[src/rtl/fc_pkg.sv]
// Shared state encoding and load-address map for the FC training sequencer.
package fc_pkg;

    typedef enum logic [3:0] {
        IDLE, LD_W1, LD_W2, LD_IN, LD_ANS, SETTLE, FWD, BWD, BATCH, ERR
    } fc_state_t;

    localparam logic [15:0] IN_BASE = 16'd0;

    // Each load phase writes a contiguous window starting at its own base.
    function automatic logic [15:0] load_base(input fc_state_t st, input int frt_cell,
                                              input int mid_cell, input int bck_cell);
        case (st)
            LD_W1:   load_base = 16'(frt_cell);
            LD_W2:   load_base = 16'(mid_cell);
            LD_ANS:  load_base = 16'(bck_cell);
            default: load_base = IN_BASE;
        endcase
    endfunction

    function automatic logic [15:0] load_words(input fc_state_t st, input int frt_cell,
                                               input int mid_cell, input int bck_cell);
        case (st)
            LD_W1:   load_words = 16'(frt_cell * mid_cell);
            LD_W2:   load_words = 16'(mid_cell * bck_cell);
            LD_IN:   load_words = 16'(frt_cell);
            LD_ANS:  load_words = 16'(bck_cell);
            default: load_words = 16'd1;
        endcase
    endfunction

    function automatic logic is_load(input fc_state_t st);
        return st inside {LD_W1, LD_W2, LD_IN, LD_ANS};
    endfunction

endpackage

[src/rtl/fc_load_ctrl.sv]
// Load-bus generator: one registered FC write per accepted word, 1-cycle latency.
// Backpressure: src_ready drops for one drain cycle after a phase's last word so the write retires in-phase.
module fc_load_ctrl (
    input  logic        clk,
    input  logic        reset_n,
    input  logic        active,
    input  logic [15:0] base,
    input  logic [15:0] words,
    input  logic        src_valid,
    output logic        src_ready,
    input  logic [15:0] src_data,
    output logic        ex_we,
    output logic [15:0] ex_value,
    output logic [15:0] ex_addr,
    output logic        phase_done
);

    logic [15:0] idx;
    logic        drain;
    logic        xfer;

    assign src_ready  = active && !drain;
    assign xfer       = src_valid && src_ready;
    assign phase_done = drain;

    always_ff @(posedge clk) begin
        if (!reset_n) begin
            idx      <= '0;
            drain    <= 1'b0;
            ex_we    <= 1'b0;
            ex_value <= '0;
            ex_addr  <= '0;
        end else begin
            ex_we <= xfer;
            if (xfer) begin
                ex_value <= src_data;
                ex_addr  <= base + idx;
            end
            // The drain cycle is where the FSM advances, so the index restarts there.
            if (drain) begin
                drain <= 1'b0;
                idx   <= '0;
            end else if (xfer) begin
                if (idx == words - 16'd1)
                    drain <= 1'b1;
                else
                    idx <= idx + 16'd1;
            end
        end
    end

endmodule

[src/rtl/fc_train_sequencer.sv]
// Sequences one FC training sample: load weights/inputs/answer, forward, backward, batch update.
// Load words are accepted on src_valid&&src_ready; FC commands hold until their done input or the watchdog fires.
module fc_train_sequencer
    import fc_pkg::*;
#(
    parameter int FRT_CELL   = 14,
    parameter int MID_CELL   = 10,
    parameter int BCK_CELL   = 5,
    parameter int BATCH_SIZE = 32,
    parameter int TIMEOUT    = 65535
) (
    input  logic        clk,
    input  logic        reset_n,
    input  logic        start,
    input  logic        load_weights,
    input  logic        src_valid,
    output logic        src_ready,
    input  logic [15:0] src_data,
    output logic        ex_we,
    output logic [15:0] ex_value,
    output logic [15:0] ex_addr,
    output logic        weight1,
    output logic        weight2,
    output logic        right_answer,
    output logic        enable,
    output logic        bck_prop_start,
    output logic        batch_end,
    input  logic        all_end,
    input  logic        fc_bck_prop_end,
    input  logic        fc_batch_end,
    output logic        busy,
    output logic        sample_done,
    output logic        batch_done,
    output logic [5:0]  sample_cnt,
    output logic        err
);

    fc_state_t   state, state_nxt;
    logic        w_loaded;
    logic [31:0] wd;
    logic        wd_expired;
    logic        phase_done;
    logic [5:0]  cnt_inc;
    logic [15:0] base;
    logic [15:0] words;

    assign base       = load_base(state, FRT_CELL, MID_CELL, BCK_CELL);
    assign words      = load_words(state, FRT_CELL, MID_CELL, BCK_CELL);
    assign cnt_inc    = sample_cnt + 6'd1;
    assign wd_expired = (wd == 32'(TIMEOUT - 1));

    fc_load_ctrl u_load (
        .clk        (clk),
        .reset_n    (reset_n),
        .active     (is_load(state)),
        .base       (base),
        .words      (words),
        .src_valid  (src_valid),
        .src_ready  (src_ready),
        .src_data   (src_data),
        .ex_we      (ex_we),
        .ex_value   (ex_value),
        .ex_addr    (ex_addr),
        .phase_done (phase_done)
    );

    always_comb begin
        state_nxt      = state;
        weight1        = 1'b0;
        weight2        = 1'b0;
        right_answer   = 1'b0;
        enable         = 1'b0;
        bck_prop_start = 1'b0;
        batch_end      = 1'b0;
        busy           = (state != IDLE);
        err            = 1'b0;
        case (state)
            IDLE: begin
                if (start)
                    state_nxt = (load_weights || !w_loaded) ? LD_W1 : LD_IN;
            end
            LD_W1: begin
                weight1 = 1'b1;
                if (phase_done) state_nxt = LD_W2;
            end
            LD_W2: begin
                weight2 = 1'b1;
                if (phase_done) state_nxt = LD_IN;
            end
            LD_IN: begin
                if (phase_done) state_nxt = LD_ANS;
            end
            LD_ANS: begin
                right_answer = 1'b1;
                if (phase_done) state_nxt = SETTLE;
            end
            SETTLE: state_nxt = FWD;
            FWD: begin
                enable = 1'b1;
                if (all_end)         state_nxt = BWD;
                else if (wd_expired) state_nxt = ERR;
            end
            BWD: begin
                bck_prop_start = 1'b1;
                if (fc_bck_prop_end)
                    state_nxt = (cnt_inc == 6'(BATCH_SIZE)) ? BATCH : IDLE;
                else if (wd_expired)
                    state_nxt = ERR;
            end
            BATCH: begin
                batch_end = 1'b1;
                if (fc_batch_end)    state_nxt = IDLE;
                else if (wd_expired) state_nxt = ERR;
            end
            ERR:     err = 1'b1;
            default: state_nxt = IDLE;
        endcase
    end

    always_ff @(posedge clk) begin
        if (!reset_n) begin
            state       <= IDLE;
            w_loaded    <= 1'b0;
            sample_cnt  <= '0;
            sample_done <= 1'b0;
            batch_done  <= 1'b0;
            wd          <= '0;
        end else begin
            state       <= state_nxt;
            sample_done <= (state == BWD) && fc_bck_prop_end;
            batch_done  <= (state == BATCH) && fc_batch_end;
            if (state == LD_W2 && phase_done)
                w_loaded <= 1'b1;
            if (state == BWD && fc_bck_prop_end)
                sample_cnt <= cnt_inc;
            else if (state == BATCH && fc_batch_end)
                sample_cnt <= '0;
            // Restarting on every state change gives each command a fresh budget.
            wd <= (state_nxt != state) ? '0 : wd + 32'd1;
        end
    end

endmodule

[config.mk]
export PLATFORM = sky130hd
export DESIGN_NAME = fc_train_sequencer
export DESIGN_NICKNAME = d
export VERILOG_FILES = /design/src/rtl/fc_pkg.sv /design/src/rtl/fc_load_ctrl.sv /design/src/rtl/fc_train_sequencer.sv
export SDC_FILE = /design/constraint.sdc
export NUM_CORES = 1
export LEC_CHECK = 0
export CORE_ASPECT_RATIO = 1.1
export CORE_MARGIN = 5
export CORE_UTILIZATION = 49
export DETAILED_ROUTE_END_ITERATION = 7
export PLACE_DENSITY = 0.82
export SLEW_MARGIN = 20
export SYNTH_ARGS = -nofsm -noshare
export SYNTH_HDL_FRONTEND = slang
export SYNTH_SLANG_ARGS = --single-unit
[constraint.sdc]
create_clock -name clk -period 2.9 [get_ports clk]
set_input_delay 0.29 -clock clk [delete_from_list [all_inputs] [get_ports clk]]
set_output_delay 0.29 -clock clk [all_outputs]
set_load 0.005 [all_outputs]
======== Yosys cells after proc, flatten, opt, wreduce, memory -nomap -nowiden ========
Cells that the tools add are included.
word-level totals
  output and inout port bits .............. 50
  register bits after elaboration ......... 95
  word-level logic and storage cells ...... 72
  bits of input ports ..................... 24
cells by class
  bitwise logic cells ..................... 3
  reduce and logical (&&, ||, !) cells .... 16
  equal/unequal tests ..................... 13
  multiplexer cells ....................... 24
  add/subtract/negate cells ............... 5
operators with widths
  cell                                               number
  two-way mux 4 bit                                  10
  one-hot mux 4 bit (10 select lines)                1
  adder 32 x 1 -> 32 bit (second input constant)     1
  == test 32 x 16 -> 1 bit (second input constant)   1
  one-hot mux 8 bit (4 select lines)                 1
  adder 16 x 1 -> 16 bit (second input constant)     1
  adder 4 x 16 -> 16 bit                             1
  == test 16 bit                                     1
  == test 4 x 3 -> 1 bit (second input constant)     4
  two-way mux 6 bit                                  2
  one-hot mux 4 bit (3 select lines)                 1
  subtractor 8 x 1 -> 9 bit (second input constant)  1
  == test 4 x 2 -> 1 bit (second input constant)     2
  == test 4 bit (second input constant)              2
  two-way mux 1 bit                                  8
  nonzero test 4 bit                                 2
  adder 6 x 1 -> 6 bit (second input constant)       1
  == test 6 bit (second input constant)              1
  logical AND 1 bit                                  5
  == test 4 x 1 -> 1 bit (second input constant)     1
  logical NOT 4 bit                                  1
  inequality test 4 bit                              1
  OR reduction 2 bit                                 2
  NOT 1 bit                                          3
  6 further kinds                                    7

======== Logic depth before layout (Yosys ltp) ========
Gate-level depths: netlist of run 1.
  word-level depth ........................ 7
  mapped depth ............................ 13
  gate-level depth less buffers ........... 11

======== Cells and area by module ========
From an unflattened synthesis of run 1, not the netlist that was laid out.
unflattened totals
  cells, all modules ...................... 703
  area, all modules ....................... 5997.0 µm²
by module, submodules not included
  module              cells an instance  times used  seq. area each (µm²)  area an instance (µm²)
  fc_load_ctrl        410                1           1001.0                3305.7
  fc_train_sequencer  293                1           900.9                 2691.3

======== Worst setup path before layout of run 1 ========
No wires, ideal clock.
  kind .................................... register to register
  start ................................... register state[0]
  end ..................................... register u_load.ex_addr[5]
  setup time .............................. 0.086 ns
  setup slack ............................. 0.014 ns
  data required time ...................... 2.814 ns
  buffers on the path ..................... 3
  stages on the path, launching flop included .. 14
  period minus slack after synthesis ...... 2.886 ns
  arrival time ............................ 2.800 ns
  cell sequence ........................... dfxtp_1 -> buf_6 -> clkbuf_1 -> clkbuf_1 -> nand2_1 -> a21o_1 -> inv_1 -> ha_1 -> a21o_1 -> a21o_1 -> a21oi_1 -> nor2b_1 -> xnor2_1 -> a211oi_1
between the ends
  cells in the longest elaborated chain, start to end .. 4
  elaborated cells between the ends (all ways) .. 9
  classes of those cells .................. 1 x add/sub; 4 x eq/ne; 1 x mux; 3 x reduce/logical
RTL lines
  element                                                         RTL line                   source
  start, declared                                                 fc_train_sequencer.sv:38   fc_state_t state, state_nxt;
  start signal, assigned                                          fc_train_sequencer.sv:129  state <= state_nxt;
  branches (longest 4 deep; another with adder 4 x 16 -> 16 bit)  n/a
  end signal, assigned                                            fc_load_ctrl.sv:37         ex_addr <= base + idx;
  end, declared                                                   fc_load_ctrl.sv:14         output logic [15:0] ex_addr,
Parallel ways; which one is timed is not known.
A chain may end at the register's enable or synchronous reset.

======== Final worst setup path of run 1 ========
  start ................................... register state[1]
  end ..................................... register u_load.ex_addr[14]
Same word-level chain as after synthesis.

==> results of run 1 <==
## worst reg2reg max path: cells and delay by family, from the launching register on
family	cells	cell delay, ns
AO/OA/AOI/OAI	3	0.63
XOR/XNOR	1	0.07
adder cells (fa/ha/maj)	2	0.62
buffers and inverters	2	0.23
flip-flops	1	0.34
AND/OR/NAND/NOR	3	0.64
## metal layers
layer / global-route usage [%] / wire length [um]
met1: 24.14 / 5304
met2: 35.80 / 6183
met4: 8.981 / 368
met3: 3.955 / 622
met5: 0 / 0
## cells by family (layout without fill, tap and decap cells)
group                    Yosys count  count (layout)  synth area share (%)
AO/OA/AOI/OAI                    126             126                 16.04
XOR/XNOR                          49              49                 8.625
adder cells (fa/ha/maj)           11              11                 2.917
buffers and inverters             56             118                 5.104
flip-flops                        95              95                 38.22
multiplexers                       5               5                 1.031
AND/OR/NAND/NOR                  284             284                 28.06
## worst min path at each step
| stage | start | endpoint | slack (ns) | cells after the start |
|---|---|---|---|---|
| CTS | src_data[5] | u_load.ex_value[5] | 0.44 | 3 |
| global route | src_data[5] | u_load.ex_value[5] | 0.45 | 3 |
| global placement | u_load.ex_value[0] | u_load.ex_value[0] | 0.44 | 2 |
| detailed placement | u_load.ex_value[5] | u_load.ex_value[5] | 0.45 | 2 |
| finish | src_data[5] | u_load.ex_value[5] | 0.45 | 3 |
| floorplan | src_data[0] | u_load.ex_value[0] | 0.43 | 2 |
## synthesized netlist by cell type (12+ instances only)
cell type / count / area [um2]
nand3_1: 22 / 110.1
nand4_1: 16 / 100.1
xor2_1: 23 / 201.4
nor2_1: 84 / 315.3
nor4_1: 12 / 75.07
inv_1: 13 / 48.80
nand2_1: 79 / 296.5
a21oi_1: 50 / 250.2
dfxtp_1: 95 / 1902
xnor2_1: 26 / 227.7
o21ai_0: 17 / 85.08
clkbuf_1: 23 / 86.33
## cell type report
type	instances	share of cell area, %
Inverter	13	0.8185
Tap cell	120	2.518
Multi-Input combinational cell	475	47.30
Clock buffer	9	2.078
Sequential cell	95	31.92
Timing Repair Buffer	89	14.27
Clock inverter	7	1.091
## sequential cells by signal, indices dropped and copies added (netlist names)
name	cells
u_load.idx	16
w_loaded	1
u_load.ex_we	1
u_load.phase_done	1
state	4
wd	32
u_load.ex_value	16
u_load.ex_addr	16
sample_cnt	6
batch_done	1
sample_done	1
## metrics by stage
step                      hold WS [ns]  util (%)  instance area (um2)  total power [W]
final                           0.4468     60.29                 5962         0.002785
after detailed placement        0.4485     58.36                 5772         0.001974
after global placement          0.4411     58.36                 5772         0.001952
after global routing            0.4520     60.29                 5962         0.002925
after floorplan                 0.4260         -                 4976         0.001768
after CTS                       0.4361     60.27                 5961         0.002802
## power breakdown
part           switching [W]  internal, W
logic               0.000296     0.000247
clock network       0.000511     0.000329
registers          0.0000444      0.00136
## placed cells by master (no fill, tap or decap), types with 12 or more instances in the layout
master and count:
dfxtp_1 94, nor2_1 84, nand2_1 79, clkdlybuf4s50_1 73, a21oi_1 50, xnor2_1 26
xor2_1 23, nand3_1 22, o21ai_0 17, nand4_1 16, buf_4 16, inv_1 13
nor4_1 12
## timing repair
item,in CTS,in global routing
gates resized for setup,0,1
endpoints found under the setup margin,0,7
buffers inserted,0,0
==> metrics.csv, run 1 <==
metric,value,unit
first-pass GRT wire length,20670,um
reg2reg setup slack,0.29,ns
total global routing track utilization,20.29,%
# DRC,0,
sequential-to-total area share from yosys stat,38.22,%
vias per cell,5.839,
clock sinks,95,
Crit. End Element,flip-flop,
initial core utilization,50.32,%
Post-synth EDFFs,0,
DP Wirelength,9062,um
ANT cells,0,
area of the multi-input gates,2820,um2
worst r2r dst,u_load.ex_addr[14],
ANT nets after route,0,
Period minus WS final,2.605,ns
Final GP Congestion,0.8730,
initial antenna violation count,0,
CP top delay family,simple AND/OR/NAND/NOR gates,
Clock Tree Buf Depth,2,
Crit path arrival time,2.90,ns
Hold Fails Final Rpt,0,
CP required,3.20,ns
DRT iter0 DRCs,266,
Mapped Area,4976,um2
port buffer count,73,
Crit-path slowest cell,fa_1,
outcome,"finished, final reports clean",
actual slew at the worst max-slew pin,0.7571,ns
Stages on worst setup path,11,
Hold Path Class,input pin to flip-flop,
CTS tree,done,
Die Area,12270,um2
Max Slew Vio Count,0,
max_cap viols,0,
vias in the first global route,4489,
yosys synthesis warning count,0,
Setup TNS Final,0,ns
layout cells sized above 1,6.686,%
fillers,873,
Worst Setup Path Type,flip-flop to flip-flop,
GRT overflow,0,
Worst Path Max Fanout,12,
dominant synthesized flop cell,dfxtp_1,
reg2reg start,state[1],
Post-CTS Hold Buffers,0,
Max stage delay on crit path,0.40,ns
DR pass1 iterations,4,
dpl cells,792,
worst setup margin,0.2947,ns
core area,9889,um2
synth-to-layout area growth,19.81,%
Max VDD drop,0.0002115,V
FF+latch area,1903,um2
Worst Setup SP,state[1],
clock slew at reported path FFs,0.11,ns
nets@finish,718,
Fin Clk Skew,0.01704,ns
largest net degree at the start of global routing,46,
total CTS buffers,9,
CTS H-tree depth,3,
net count after synthesis,661,
CP endpoint,u_load.ex_addr[14],
Root Buffer,clkbuf_8,
I/O pins,74,
Rows,38,
FMAX,383.8,MHz
Yosys reg bits,95,
relative slew slack,49.34,%
pre-CTS setup slack,0.1030,ns
WL per Instance,15.44,um
worst skew pair latency,0.38,ns
Synth cell types,62,
Syn Inst Count,626,
Syn Area/Cell,7.949,um2
Worst setup SP type,flip-flop,
Post-synth ARST share,0,%
pwr/cell area,467.1,nW/um2
P_leak,2.050,nW
Die Wd,106.1,um
worst path cell trace,buf_4 > nor4b_1 > ha_1 > inv_1 > fa_1 > nor2b_1 > o21ai_0 > a21oi_1 > and3_1 > xnor2_1 > a211oi_1,
Final setup viols,0,
reg2reg path depth,11,
Die Y-Extent,115.7,um
Non-Filler Instances,808,
Worst Path Buf+Inv,2,
final WL,12480,um
period utilisation layout,89.84,%
RSZ-0062 raised after global routing,false,
via count,4718,
Note: power is estimated with default switching activity, not from simulation.
==> run 2, diff against run 1 <==
--- a/config.mk
+++ b/config.mk
@@ -9,8 +9,7 @@
 export CORE_MARGIN = 5
 export CORE_UTILIZATION = 49
 export DETAILED_ROUTE_END_ITERATION = 7
-export PLACE_DENSITY = 0.82
-export SLEW_MARGIN = 20
+export PLACE_DENSITY = 0.76
 export SYNTH_ARGS = -nofsm -noshare
 export SYNTH_HDL_FRONTEND = slang
 export SYNTH_SLANG_ARGS = --single-unit
==> run 2 against run 1 <==
Effect of this change: first-iteration DRC count is 12% higher; combinational power is 2% lower; hold slack better by 0.0082 ns; worst setup slack worse by 0.0098 ns; sequential power hardly changed; via count is 2.5% lower; global-route usage is 0.52 points lower; power is 6.7% higher; count of clock-buffer cells in the layout stayed put; critical path depth is 1 lower; maximum frequency is 0.38% lower; largest power group unchanged.
==> metrics.csv, run 2 (synthesized netlist as in run 1, its figures left out) <==
metric,value,unit
reg2reg start,state[2],
Crit. End Element,flip-flop,
Setup TNS Final,0,ns
Die Wd,106.1,um
relative slew slack,50.22,%
reg2reg path depth,10,
synth-to-layout area growth,20.54,%
total CTS buffers,9,
dpl cells,789,
CP endpoint,u_load.ex_addr[14],
nets@finish,715,
worst path cell trace,or2_1 > nor2_1 > or2_2 > ha_1 > nor2b_1 > o21ai_0 > a21oi_1 > and3_1 > xnor2_1 > a211oi_1,
clock sinks,95,
# DRC,0,
hold depth,2,
via count,4599,
vias in the first global route,4224,
DR pass1 iterations,5,
Worst setup SP type,flip-flop,
ANT nets after route,0,
DRT iter0 DRCs,298,
Die Area,12270,um2
Non-Filler Instances,805,
Die Y-Extent,115.7,um
Stages on worst setup path,10,
Final GP Congestion,0.9041,
Top reg by flops,wd,
worst skew pair latency,0.36,ns
Hold Fails Final Rpt,0,
Crit-path slowest cell,dfxtp_1,
DP Wirelength,8646,um
Worst Path Max Fanout,7,
Max VDD drop,0.0002526,V
Fin Clk Skew,0.008691,ns
outcome,"finished, final reports clean",
clock slew at reported path FFs,0.09,ns
Crit path arrival time,2.90,ns
Worst Setup Path Type,flip-flop to flip-flop,
port buffer count,73,
Clock Tree Buf Depth,2,
layout cells sized above 1,6.569,%
P_leak,2.063,nW
CTS tree,done,
ANT cells,0,
most frequent cells in the layout,"dfxtp_1 (94), nor2_1 (83), nand2_1 (79)",
period utilisation layout,90.18,%
initial antenna violation count,0,
core area,9889,um2
GRT overflow,0,
fillers,875,
WL per Instance,14.90,um
Final setup viols,0,
max reg flops,32,
initial core utilization,50.32,%
worst r2r dst,u_load.ex_addr[14],
Root Buffer,clkbuf_8,
Hold Path Class,flip-flop to flip-flop,
Setup Buffers After CTS,0,
FMAX,382.4,MHz
RSZ-0062 raised after global routing,false,
CP top delay family,simple AND/OR/NAND/NOR gates,
pwr/cell area,495.4,nW/um2
I/O pins,74,
Max Slew Vio Count,0,
CP required,3.18,ns
"commonest non-fill, non-tap cell in the layout",dfxtp_1,
Worst Setup SP,state[2],
first-pass GRT wire length,20050,um
Max stage delay on crit path,0.46,ns
vias per cell,5.713,
max_cap viols,0,
Rows,38,
Worst Path Buf+Inv,0,
Period minus WS final,2.615,ns
largest net degree at the start of global routing,45,
CTS H-tree depth,3,
final WL,12000,um
total global routing track utilization,19.77,%
actual slew at the worst max-slew pin,0.7439,ns
reg2reg setup slack,0.28,ns
==> run 2: changes by cell type in the layout (fill, tap and decap cells not counted) <==
cell	previous run	this run
buf_4	16	13
bufinv_16	0	3
clkinv_4	4	1
inv_8	2	0
a211o_1	1	0
a211o_2	0	1
clkinv_2	0	1
inv_6	0	1
nor2_1	84	83
nor2_2	0	1
==> run 2: layer usage <==
layer / routed length (um) / track usage (%) / vias to the layer above
met5: 0 / 0 / -
met4: 216 / 7.686 / 0
met3: 682 / 3.231 / 16
met2: 5862 / 34.65 / 143
met1: 5234 / 24.51 / 2131
li1: - / - / 2309
==> run 2: tightest hold or removal path: stages, from the launching register on <==
cell and delay (ns):
dfxtp_1 0.32, nand2_1 0.05, a21oi_1 0.05
==> run 2: area by class of cell <==
| cell class | count | area, um2 | area share, % |
|---|---|---|---|
| well taps | 120 | 150.1 | 2.503 |
| inverters | 13 | 48.80 | 0.8135 |
| clock inverters | 7 | 120.1 | 2.003 |
| multi-input cells | 475 | 2824 | 47.08 |
| clock buffers | 9 | 123.9 | 2.065 |
| flip-flops and latches | 95 | 1903 | 31.73 |
| repair buffers | 86 | 828.3 | 13.81 |
==> run 2: worst min path at each step <==
stage | start | to | slack, ns
after floorplan | src_data[0] | u_load.ex_value[0] | 0.43
after global placement | u_load.ex_addr[2] | u_load.ex_addr[2] | 0.44
after detailed placement | u_load.ex_addr[2] | u_load.ex_addr[2] | 0.44
after CTS | src_data[1] | u_load.ex_value[1] | 0.45
after global routing | u_load.ex_value[13] | u_load.ex_value[13] | 0.48
final | u_load.ex_value[1] | u_load.ex_value[1] | 0.45
==> run 2: through the flow <==
stage	total power, W	worst slack, ns	hold slack (ns)	util (%)	instance area, um2
6_report	0.002972	0.2848	0.4550	60.65	5998
5_1_grt	0.003113	0.06119	0.4760	60.65	5998
4_1_cts	0.002996	0.1677	0.4486	60.60	5993
3_5_place_dp	0.001961	0.2065	0.4445	58.14	5749
3_3_place_gp	0.001946	0.3350	0.4395	58.14	5749
2_1_floorplan	0.001768	0.01406	0.4260	-	4976
==> run 2: power breakdown <==
| group | internal (W) | switching, W | total, W |
|---|---|---|---|
| combinational | 0.000240 | 0.000291 | 0.000531 |
| clock | 0.000575 | 0.000465 | 0.00104 |
| sequential | 0.00136 | 0.0000424 | 0.00140 |
| total | 0.00217 | 0.000799 | 0.00297 |
==> run 2: repair_timing <==
item,4_1_cts,5_1_grt
gates resized for setup,0,3
endpoints found under the setup margin,0,18
hold buffers,0,0
==> run 3, diff against run 2 <==
--- a/config.mk
+++ b/config.mk
@@ -7,9 +7,8 @@
 export LEC_CHECK = 0
 export CORE_ASPECT_RATIO = 1.1
 export CORE_MARGIN = 5
-export CORE_UTILIZATION = 49
+export CORE_UTILIZATION = 40
 export DETAILED_ROUTE_END_ITERATION = 7
-export PLACE_DENSITY = 0.76
 export SYNTH_ARGS = -nofsm -noshare
 export SYNTH_HDL_FRONTEND = slang
 export SYNTH_SLANG_ARGS = --single-unit
==> run 3 against run 2 <==
Effect of this change: critical endpoint unchanged; global-route usage decreased by 2.6 points; count of clock-buffer cells in the layout increased by 5; clock skew decreased by 0.0022 ns; power increased by 4.6%; core utilization decreased by 10 points; critical path depth unchanged; worst setup slack improved by 0.012 ns; non-clock buffer count increased by 8; die area increased by 20%; routed wire length increased by 3.0%; via count decreased by 0.89%; hold slack got worse by 0.0059 ns.
==> metrics.csv, run 3 (synthesized netlist as in run 1, its figures left out) <==
metric,value,unit
outcome,"finished, final reports clean",
Pint,0.002283,W
WL per Instance,14.59,um
Period minus WS final,2.603,ns
Non-Filler Instances,847,
# DRC,0,
RSZ-0062 raised after global routing,false,
sequential share of power,45.0,%
Worst Path Max Fanout,10,
clock slew at reported path FFs,0.06,ns
I/O pins,74,
dpl cells,831,
via count,4558,
reg2reg setup slack,0.30,ns
Sw Ratio,26.55,%
Fin Clk Skew,0.006492,ns
reg2reg start,state[0],
max reg flops,32,
Die Y-Extent,127.0,um
initial core utilization,40.99,%
Rows,42,
final hold slack,0.4490,ns
ANT nets after route,0,
Worst Setup Path Type,flip-flop to flip-flop,
pwr/cell area,505.2,nW/um2
Worst Setup SP,state[0],
clock sinks,95,
DRT iter0 DRCs,254,
relative slew slack,68.20,%
Max Slew Vio Count,0,
Hold Path Class,flip-flop to flip-flop,
Root Buffer,clkbuf_16,
HP Start,u_load.ex_addr[2],
nets@finish,723,
total CTS buffers,9,
Final setup viols,0,
Max VDD drop,0.0002766,V
Die Area,14770,um2
ANT cells,0,
vias per cell,5.381,
layout cells sized above 1,7.359,%
final WL,12360,um
vias in the first global route,4273,
CP required,3.16,ns
Final GP Congestion,0.8493,
max_cap viols,0,
core area,12140,um2
P_leak,2.126,nW
worst skew pair latency,0.35,ns
CTS H-tree depth,3,
largest net degree at the start of global routing,45,
Sw Pwr,0.0008254,W
Crit. End Element,flip-flop,
Setup TNS Final,0,ns
Worst setup SP type,flip-flop,
Hold Fails Final Rpt,0,
Die Wd,116.3,um
DR pass1 iterations,4,
CTS tree,done,
Top reg by flops,wd,
FMAX,384.2,MHz
initial antenna violation count,0,
total global routing track utilization,17.15,%
synth-to-layout area growth,23.66,%
DP Wirelength,8824,um
GRT overflow,0,
most frequent cells in the layout,"dfxtp_1 (94), nor2_1 (84), nand2_1 (79)",
port buffer count,73,
Crit path arrival time,2.87,ns
Post-CTS Hold Buffers,0,
Clock Tree Buf Depth,2,
period utilisation layout,89.76,%
"commonest non-fill, non-tap cell in the layout",dfxtp_1,
combinational share of power,17.7,%
actual slew at the worst max-slew pin,0.4771,ns
first-pass GRT wire length,20730,um
power share of the clock group,37.3,%
## run 3: cell count changes in the layout (fill, tap and decap cells not counted), sizes merged
cell and change:
buf +8, clkbuf +5, bufinv -3, clkinv -1
inv -1
## run 3: layout make-up
type	count	area (um2)
clock inverters	2	12.51
repair buffers	94	888.4
well taps	154	192.7
inverters	13	48.80
flip-flops and latches	95	1903
fillers	1240	5986
clock buffers	14	284.0
multi-input cells	475	2824
## run 3: critical path, cell delays in order (launching register included)
cell      delay (ns)
dfxtp_1         0.42
nor4b_1         0.45
ha_1            0.24
inv_1           0.06
fa_1            0.40
nor2b_1         0.13
o21ai_1         0.11
a21oi_1         0.23
and3_1          0.20
xnor2_1         0.07
a211oi_1        0.21
## run 3: final timing paths
kind | endpoint | cells after the start
worst max-delay path | u_load.ex_addr[14] | 10
worst min-delay path | u_load.ex_addr[2] | 2
worst max register to register | u_load.ex_addr[14] | 10
worst min register to register | u_load.ex_addr[2] | 2
## run 3: repair_timing
item,CTS,global route
setup buffers,0,0
gates resized for setup,0,3
endpoints found under the hold margin,0,0
setup endpoints to repair,0,2
## run 3: metal layers
metal | part of all wire, % | up-vias | global-route usage [%]
met5 | 0 | - | 0
met4 | 1.8 | 0 | 7.167
met3 | 4.7 | 16 | 3.359
met2 | 49 | 86 | 28.01
met1 | 45 | 2128 | 21.97
li1 | - | 2328 | -
## run 3: per-stage QoR
stage | power, W | area (um2) | worst slack (ns) | utilization (%)
floorplan | 0.001768 | 4976 | 0.01406 | -
finish | 0.003109 | 6153 | 0.2971 | 50.69
global placement | 0.001969 | 5852 | 0.3088 | 48.21
global route | 0.003279 | 6153 | 0.07839 | 50.69
detailed placement | 0.001982 | 5852 | 0.2441 | 48.21
CTS | 0.003157 | 6148 | 0.2056 | 50.65
## run 3: power groups by stage
stage,sequential (W),clock [W],combinational (W)
finish,0.00140,0.00116,0.000549
CTS,0.00140,0.00120,0.000556
floorplan,0.00142,0,0.000344
global route,0.00141,0.00126,0.000609
detailed placement,0.00143,0,0.000552
global placement,0.00143,0,0.000542
